## src/rtl/vga_fb_arbiter.sv

```systemverilog
// vga_fb_arbiter: shares one single-port framebuffer RAM between VGA scan-out and a host writer,
// with double-buffered banks swapped at vsync start and a 2-cycle pixel pipeline.
module vga_fb_arbiter #(
    parameter int FB_W = 160,
    parameter int FB_H = 120,
    parameter int AW   = 15
) (
    input  logic          clk,
    input  logic          reset,
    input  logic [9:0]    x,
    input  logic [9:0]    y,
    input  logic          videoon,
    input  logic          hsync_in,
    input  logic          vsync_in,
    input  logic          wr_valid,
    input  logic [AW-1:0] wr_addr,
    input  logic [7:0]    wr_data,
    output logic          wr_ready,
    output logic          wr_err,
    input  logic          swap_req,
    output logic          swap_ack,
    output logic          front_bank,
    output logic          ram_en,
    output logic          ram_we,
    output logic [AW:0]   ram_addr,
    output logic [7:0]    ram_wdata,
    input  logic [7:0]    ram_rdata,
    output logic [11:0]   rgb,
    output logic          hsync_out,
    output logic          vsync_out
);
    typedef enum logic {IDLE, PENDING} state_t;
    state_t state_q, state_d;
    logic slot, wr_fire, wr_ok, vs_fall, swap_now;
    logic [AW-1:0] disp_addr;
    logic slot1_q, von1_q, hs1_q, hs2_q, vs1_q, vs2_q, front_q, ack_q, err_q;
    logic [7:0] pix_q, pix;
    logic [11:0] rgb_q, rgb_d;

    assign slot      = videoon && x[1:0] == 2'd0;
    assign disp_addr = AW'(32'(y[9:2]) * FB_W + 32'(x[9:2]));
    assign wr_ok     = 32'(wr_addr) < FB_W * FB_H;
    assign wr_ready  = !slot;
    assign wr_fire   = wr_valid && !slot;
    // display owns every 4th active cycle; writes use the back bank as seen this cycle
    assign ram_en    = slot || (wr_fire && wr_ok);
    assign ram_we    = !slot && wr_fire && wr_ok;
    assign ram_addr  = slot ? {front_q, disp_addr} : {~front_q, wr_addr};
    assign ram_wdata = wr_data;
    assign vs_fall   = vs1_q && !vsync_in;
    assign swap_now  = state_q == PENDING && vs_fall;

    always_comb begin
        state_d = (state_q == IDLE) ? (swap_req ? PENDING : IDLE) : (vs_fall ? IDLE : PENDING);
        pix     = slot1_q ? ram_rdata : pix_q;
        rgb_d   = von1_q ? {pix[7:5], pix[7], pix[4:2], pix[4], pix[1:0], pix[1:0]} : 12'd0;
    end

    always_ff @(posedge clk or posedge reset) begin
        if (reset) begin
            state_q <= IDLE;
            front_q <= 1'b0;
            ack_q   <= 1'b0;
            err_q   <= 1'b0;
            slot1_q <= 1'b0;
            von1_q  <= 1'b0;
            pix_q   <= 8'd0;
            rgb_q   <= 12'd0;
            hs1_q   <= 1'b1;
            hs2_q   <= 1'b1;
            vs1_q   <= 1'b1;
            vs2_q   <= 1'b1;
        end else begin
            state_q <= state_d;
            front_q <= front_q ^ swap_now;
            ack_q   <= swap_now;
            err_q   <= wr_fire && !wr_ok;
            slot1_q <= slot;
            von1_q  <= videoon;
            pix_q   <= pix;
            rgb_q   <= rgb_d;
            hs1_q   <= hsync_in;
            hs2_q   <= hs1_q;
            vs1_q   <= vsync_in;
            vs2_q   <= vs1_q;
        end
    end

    assign front_bank = front_q;
    assign swap_ack   = ack_q;
    assign wr_err     = err_q;
    assign rgb        = rgb_q;
    assign hsync_out  = hs2_q;
    assign vsync_out  = vs2_q;
endmodule
```

## config.mk

```make
export PLATFORM = sky130hd
export DESIGN_NAME = vga_fb_arbiter
export DESIGN_NICKNAME = d
export VERILOG_FILES = /design/src/rtl/vga_fb_arbiter.sv
export SDC_FILE = /design/constraint.sdc
export NUM_CORES = 1
export LEC_CHECK = 0
export CAP_MARGIN = 20
export CORE_AREA = 5 5 74 76
export DETAILED_ROUTE_END_ITERATION = 7
export DIE_AREA = 0 0 79 81
export PLACE_DENSITY = 0.76
export SYNTH_ARGS = -nofsm -noshare
export SYNTH_HDL_FRONTEND = slang
export SYNTH_SLANG_ARGS = --single-unit
```

## constraint.sdc

```tcl
create_clock -name clk -period 4.4 [get_ports clk]
set_input_delay 0.88 -clock clk [delete_from_list [all_inputs] [get_ports clk]]
set_output_delay 0.88 -clock clk [all_outputs]
set_load 0.05 [all_outputs]
```

== Word level (Yosys, flattened, before mapping) ==
Index checks and enable logic that the tools add are counted.
Storage, ports and cells
  word-level logic and storage cells: 36
  bits of input ports: 58
  flip-flop bits (word level): 30
Cells by class
  add/sub/neg operators: 1
  muxes and demuxes: 6
  $mul: 1
  order comparisons: 1
  bitwise logic cells: 2
  reduce and logical (&&, ||, !) cells: 13
Operators by type and width (count)
  $mux W16: 1
  $add A15 B8 Y15: 1
  $lt A15 B15 Y1 const B: 1
  $mux W12: 1
  $mul A8 B3 Y10 const B: 1
  $logic_and A1 B1 Y1: 8
  $mux W8: 1
  $logic_not A1 Y1: 3
  $mux W1: 3
  $logic_not A2 Y1: 1
  $logic_or A1 B1 Y1: 1
  $not A1 Y1: 1
  $xor A1 B1 Y1: 1

== Depth between registers and ports, before layout ==
Gate-level depths: netlist of the first run.
  depth in word-level cells: 6
  gate-level depth with buffers: 8
  mapped depth without buffers: 8

== Worst setup path after synthesis of the first run ==
OpenSTA, ideal clock, no wires.
  path type: input port to output port
  from: in y[3]
  to: out ram_addr[13]
  arrival: 3.739 ns
  path buffers: 0
  setup slack: -0.219 ns
  cell stages on the path: 8
  path through: ha_1 > ha_1 > fa_1 > a211oi_1 > nor2_1 > xnor2_1 > or4_1 > a31oi_1
Between the ends
  word-level cells in the longest chain between the ends: 3
RTL lines
  from (decl): RTL line 11  | input logic [9:0] y,
  $mul A8 B3 Y10: RTL line 41  | assign disp_addr = AW'(32'(y[9:2]) * FB_W + 32'(x[9:2]));
  $add A15 B8 Y15: RTL line 41
  $mux W16: RTL line 48  | assign ram_addr = slot ? {front_q, disp_addr} : {~front_q, wr_addr};
  to (decl): RTL line 25  | output logic [AW:0] ram_addr,
Every way passes these cells.

== Worst setup path in the final report of the first run ==
  from: in y[4]
  to: out ram_addr[13]
Same word-level chain as after synthesis.

==> qor.txt, run 1 <==
status - complete, no violations
post-synth cell types - 38
DRC - 0
vias in the first global route - 1,720
largest net degree at the start of global routing - 27
Cell Rows - 25
drt wl/cell - 15.4 um
Setup crit start kind - primary input
Fill cells - 373
Max stage delay cell, worst path - or4_4
Max IR drop VDD - 0.124 mV
share of layout cells above drive strength 1 - 0.309
GRT Total Usage - 0.155
IO Pins - 102
initial core utilization - 0.367
first-pass GRT wire length - 8070 um
final worst-path cycle share - 0.977
Worst Path Arrival - 3420 ps
drt pass-1 iters - 4
Required @ worst endpoint - 3520 ps
hold_buf cts - 0
TritonCTS clock tree - done
clock slew at reported path FFs - 80 ps
worst slew pin tran - 909 ps
syn_area_per_cell - 9.55 sq um
synth-to-layout area growth - 77.6%
port bufs - 83
DP Cell Count - 321
prevailing post-synth register cell - dfrtp_1
CP most frequent cell - ha_4
final slew viol count - 0
Critical Path Fanout Max - 4
Final min period - 4300 ps
die footprint - 0.00640 sq mm
Post-synth EDFFs - 0
clock sinks - 26
TritonCTS Buffers - 3
YS warnings - 0
Mapped Area - 0.00171 sq mm
Worst Setup End Kind - primary output
RSZ-0062 raised after global routing - false
Final Cell Area - 0.00304 sq mm
initial antenna violation count - 0
max cap viols - 0
PwrDens - 310 mW/mm^2
hold slack - 360 ps
nets - 354
setup violators final - 0
Setup Skew - 2.83 ps
Post-DP Area - 0.00272 sq mm
Async SR Flop Fraction - 1.00
Final Non-Filler Cells - 332
final hold viol count - 0
total power - 0.940 mW
Rel. slew slack - 0.393
via count - 1,656
die height - 81 um
remaining antenna violation count - 0
fmax - 0.233 GHz
Hold/Removal Path Class - flop to flop
1st-iter DRT viols - 63
Synthesized Nets - 254
cell count after synthesis - 179
clk root buf - clkbuf_8
Core ar. - 0.00466 sq mm
worst skew pair latency - 250 ps
number of diodes - 0
CTS H-tree depth - 1
chip width - 79 um
leak pwr - 1.33 nW
WS Path Type - primary input to primary output
wirelength, routed - 5100 um
Final GP Congestion - 0.814
FF+latch count, synth - 26
CP bufs+invs - 2
Via-to-Cell Ratio - 4.99
top cell family by delay on the critical path - simple AND/OR/NAND/NOR gates
Seq/Total Area, Yosys - 0.384
CP peak stage delay - 560 ps
clk buf depth - 2
DP Wirelength - 3760 um
worst path cell trace - dlygate4sd2_1 -> ha_4 -> ha_4 -> a211oi_4 -> nor4b_4 -> or3_4 -> or4_4 -> a31oi_4 -> buf_12
GR Overflow Total - 0
TNS Setup - 0 ps
synthesized netlist by cell type, drive strengths merged, types with 2 or more instances:
cell,count,area share
nor3b,2,0.0088
fa,2,0.023
or2,2,0.0073
a31oi,3,0.011
inv,7,0.015
ha,15,0.11
xor2,5,0.026
clkbuf,4,0.0088
dfrtp,22,0.32
xnor2,3,0.015
mux2,9,0.059
o31ai,5,0.022
nor2,11,0.024
a21oi,2,0.0059
nor2b,4,0.015
o21ai,8,0.023
buf,12,0.053
dfstp,4,0.061
nand2,32,0.070
or4,2,0.0088
a211oi,3,0.016
and2,9,0.033
cell usage in the layout, fill, tap and decap left out, drive strengths merged, types with 2 or more instances in the layout:
master         synthesis  layout
nor2b                  4       4
nor3b                  2       2
o31ai                  5       5
inv                    7       7
a31oi                  3       3
fa                     2       2
dfstp                  4       4
a21oi                  2       2
clkdlybuf4s15          0       2
clkbuf                 4       5
mux2                   9       9
o21ai                  8       8
dfrtp                 22      22
a211oi                 3       3
or4                    2       2
ha                    15      15
nand2                 32      32
clkdlybuf4s50          0      60
nor2                  11      11
or2                    2       2
xnor2                  3       3
buf                   12      43
dlymetal6s2s           0       2
dlygate4sd2            0       3
and2                   9       9
xor2                   5       5
power by group:
part / leakage [nW] / switching [mW] / internal [mW]
Combinational: 0.992 / 0.283 / 0.243
Sequential: 0.314 / 0.0158 / 0.272
Clock: 0.0228 / 0.0624 / 0.0644
Total: 1.33 / 0.361 / 0.579
path summary, 6_finish.rpt:
path | startpoint | end | slack (ps) | cells after the start
worst max-delay path | y[4] | ram_addr[13] | 100 | 9
worst min-delay path | hs1_q | hsync_out | 360 | 0
worst max register to register | slot1_q | rgb[2] | 3210 | 2
worst min register to register | hs1_q | hsync_out | 360 | 0
max in group asynchronous | reset | pix_q[5] | 2720 | 2
min in group asynchronous | reset | swap_ack | 1120 | 2
area by class of cell:
cell class | count | area (sq um) | area share
flip-flops and latches | 26 | 656 | 0.216
multi-input cells | 130 | 1150 | 0.380
clock buffers | 4 | 45.0 | 0.0148
repair buffers | 111 | 1090 | 0.358
well taps | 54 | 67.6 | 0.0223
inverters | 7 | 26.3 | 0.00866
sequential cells by signal, indices dropped and copies added, names as in the netlist:
signal      count
state_q         1
hsync_out       1
hs1_q           1
von1_q          1
slot1_q         1
vsync_out       1
rgb             8
swap_ack        1
pix_q           8
front_bank      1
wr_err          1
vs1_q           1
metal layers:
metal | GRT usage | part of all wire | vias to the layer above | routed length, um
li1 | - | - | 797 | -
met3 | 0.0388 | 0.077 | 6 | 392
met4 | 0.0155 | 0.0092 | 0 | 47
met1 | 0.185 | 0.41 | 783 | 2080
met5 | 0 | 0 | - | 0
met2 | 0.291 | 0.51 | 70 | 2590
stage by stage:
stage,utilization,setup slack [ps]
2_1_floorplan,-,21.3
3_3_place_gp,0.584,-360
3_5_place_dp,0.584,-371
4_1_cts,0.627,12.7
5_1_grt,0.651,9.88
6_report,0.651,103
what timing repair did:
action | in CTS | in global routing
setup buffers | 6 | 1
pin swaps | 9 | 9
endpoints found under the setup margin | 4 | 4
gates resized for setup | 21 | 20
cells by family after synthesis:
logic type               count (synthesis)  synth area share
XOR/XNOR                                 8            0.0410
multiplexers                             9            0.0593
adder cells (fa/ha/maj)                 17             0.133
AND/OR/NAND/NOR                         69             0.198
AO/OA/AOI/OAI                           27             0.108
buffers and inverters                   23            0.0769
flip-flops                              26             0.384
(Power assumes the default switching activity.)
==> run 2, diff against run 1 <==
- ABC_CLOCK_PERIOD_IN_PS: not set -> 5200
- CORE_AREA: 5 5 74 76 -> 5 5 71 73
- CTS_CLUSTER_DIAMETER: not set -> 120
- DIE_AREA: 0 0 79 81 -> 0 0 76 78
- PLACE_DENSITY: 0.76 -> 0.83
- clock period: 4.4 -> 5.2 ns (I/O delays scaled with it)
==> qor.txt, run 2 (same netlist as run 1, synthesis figures left out) <==
status - complete, no violations
GRT Total Usage - 0.139 (-0.0167)
Fill cells - 383 (+2.7%)
final worst-path cycle share - 0.972
via count - 1,518 (-8.3%)
chip width - 76 um (-3.8%)
combinational share of power - 0.496 (-0.063)
TritonCTS clock tree - done
GRT busiest layer - met2
Setup Skew - 0.929 ps (-1.90 ps)
worst skew pair latency - 260 ps (about the same)
switching power - 0.280 mW (-23%)
WS Path Type - primary input to primary output
commonest non-fill, non-tap cells in the layout - clkdlybuf4s50_1, nand2_1, dfrtp_1, ha_1, nor2_1
DP Worst Slack - -33.5 ps (+337 ps)
die footprint - 0.00593 sq mm (-7.4%)
setup slack after layout - 148 ps (+44.9 ps)
Cell Rows - 24 (-4.0%)
max cap viols - 0 (unchanged)
initial antenna violation count - 0 (unchanged)
CTS H-tree depth - 1 (unchanged)
met3 usage - 0.0428 (+0.00402)
clk buf depth - 2 (unchanged)
clock share of power - 0.171 (+0.036)
most common cell after layout, fill and taps aside - clkdlybuf4s50_1
fmax - 0.198 GHz
PwrDens - 277 mW/mm^2 (-11%)
Final GP Congestion - 0.773 (-5.0%)
final hold viol count - 0 (unchanged)
GR Overflow Total - 0 (unchanged)
sequential power share - 0.333 (+0.027)
first-pass GRT wire length - 6960 um (-14%)
hold path endpoint - hsync_out
port bufs - 83 (unchanged)
largest net degree at the start of global routing - 27 (unchanged)
Final min period - 5050 ps
DP Wirelength - 3590 um (-4.6%)
Critical Path Fanout Max - 3 (-1)
worst r2r src - slot1_q
1st-iter DRT viols - 50 (-21%)
Max IR drop VDD - 0.104 mV (-16%)
Via-to-Cell Ratio - 4.99 (+0.11%)
vias in the first global route - 1,572 (-8.6%)
Worst Setup End Kind - primary output
worst slew pin tran - 927 ps (+18.3 ps)
Net Sw Frac - 0.384 (-0.000486)
share of layout cells above drive strength 1 - 0.115 (-0.194)
IO Pins - 102 (unchanged)
Post-CTS Setup Inserts - 0 (-6)
Hold/Removal Path Class - flop to flop
Worst Setup SP - y[3]
reg2reg path depth - 2 (unchanged)
TritonCTS Buffers - 3 (unchanged)
Rel. slew slack - 0.381 (-0.0122)
clock slew at reported path FFs - 80 ps (about the same)
DRC - 0 (unchanged)
Worst Path Arrival - 4010 ps (+590 ps)
Pint - 0.449 mW (-22%)
Setup crit start kind - primary input
Hold Startpoint - hs1_q
clock sinks - 26 (unchanged)
grt met2 use - 0.257 (-0.0344)
initial core utilization - 0.398 (+0.0313)
synth-to-layout area growth - 54.1%
register-to-register setup slack - 3990 ps (+780 ps)
Core ar. - 0.00429 sq mm (-7.9%)
remaining antenna violation count - 0 (unchanged)
Final Non-Filler Cells - 304 (-8.4%)
Required @ worst endpoint - 4160 ps (+640 ps)
M1 GR Usage - 0.153 (-0.0321)
RSZ-0062 raised after global routing - false
clk root buf - clkbuf_8
drt pass-1 iters - 4 (unchanged)
drt wl/cell - 14.0 um (-8.9%)
wirelength, routed - 4260 um (-17%)
DP Cell Count - 300 (-6.5%)
number of diodes - 0 (unchanged)
leak pwr - 1.15 nW (-13%)
setup violators final - 0 (unchanged)
final slew viol count - 0 (unchanged)
WHS Path Cells - 0 (unchanged)
die height - 78 um (-3.7%)
nets - 328 (-7.3%)
worst reg2reg endpoint - rgb[2]
==> run 2: cell types whose count changed in the layout (fill, tap and decap cells not counted), moves of 3 or more <==
cell | before | now
buf_4 | 36 | 3
clkdlybuf4s50_1 | 60 | 78
ha_4 | 11 | 0
dlygate4sd2_1 | 3 | 0
ha_1 | 3 | 15
buf_12 | 7 | 4
==> run 2: worst max-delay path: stages <==
cell	delay, ps
clkdlybuf4s50_1	460
ha_1	320
ha_1	240
fa_1	430
a211oi_2	260
or4b_1	160
o2111ai_1	130
or4_1	590
a31oi_4	230
buf_12	150
==> run 2: layout make-up <==
cell class | instances | area (sq um) | area share
inverter | 7 | 26.3 | 0.00998
clock buffer | 4 | 55.1 | 0.0209
tap | 52 | 65.1 | 0.0247
multi-input combinational | 130 | 948 | 0.360
timing repair buffer | 85 | 883 | 0.335
sequential | 26 | 656 | 0.249
==> run 2: what timing repair did <==
| item | 4_1_cts | 5_1_grt |
|---|---|---|
| endpoints found under the setup margin | 1 | 2 |
| pin swaps | 0 | 1 |
| gates resized for setup | 1 | 3 |
| hold buffers | 0 | 0 |
==> run 2: how the worst max path moves through the flow <==
stage	endpoint	slack, ps	cells after the start
finish	ram_addr[14]	150	10
detailed placement	ram_addr[14]	-30	10
global placement	ram_addr[14]	10	10
CTS	ram_addr[14]	50	10
global route	ram_addr[14]	10	10
floorplan	ram_addr[13]	260	8
==> run 2: power by group through the flow <==
stage / Combinational [mW] / Sequential, mW / Clock (mW)
2_1_floorplan: 0.198 / 0.291 / 0
3_3_place_gp: 0.352 / 0.246 / 0
3_5_place_dp: 0.359 / 0.248 / 0
4_1_cts: 0.362 / 0.244 / 0.130
5_1_grt: 0.384 / 0.247 / 0.138
6_report: 0.361 / 0.243 / 0.125
==> run 2: through the flow <==
step | power (mW) | hold slack (ps) | cell area [sq um] | utilization | setup TNS, ps
after floorplan | 0.489 | 345 | 1710 | - | 0
after global placement | 0.598 | 346 | 2550 | 0.594 | 0
after detailed placement | 0.607 | 349 | 2550 | 0.594 | -33.5
after CTS | 0.736 | 361 | 2610 | 0.608 | 0
after global routing | 0.768 | 368 | 2630 | 0.613 | 0
final | 0.729 | 358 | 2630 | 0.613 | 0
==> run 2: layer usage <==
layer	wire (um)	vias up	share of wire
li1	-	746	-
met1	1780	700	0.42
met2	2120	67	0.50
met3	327	5	0.077
met4	36	0	0.0085
met5	0	-	0
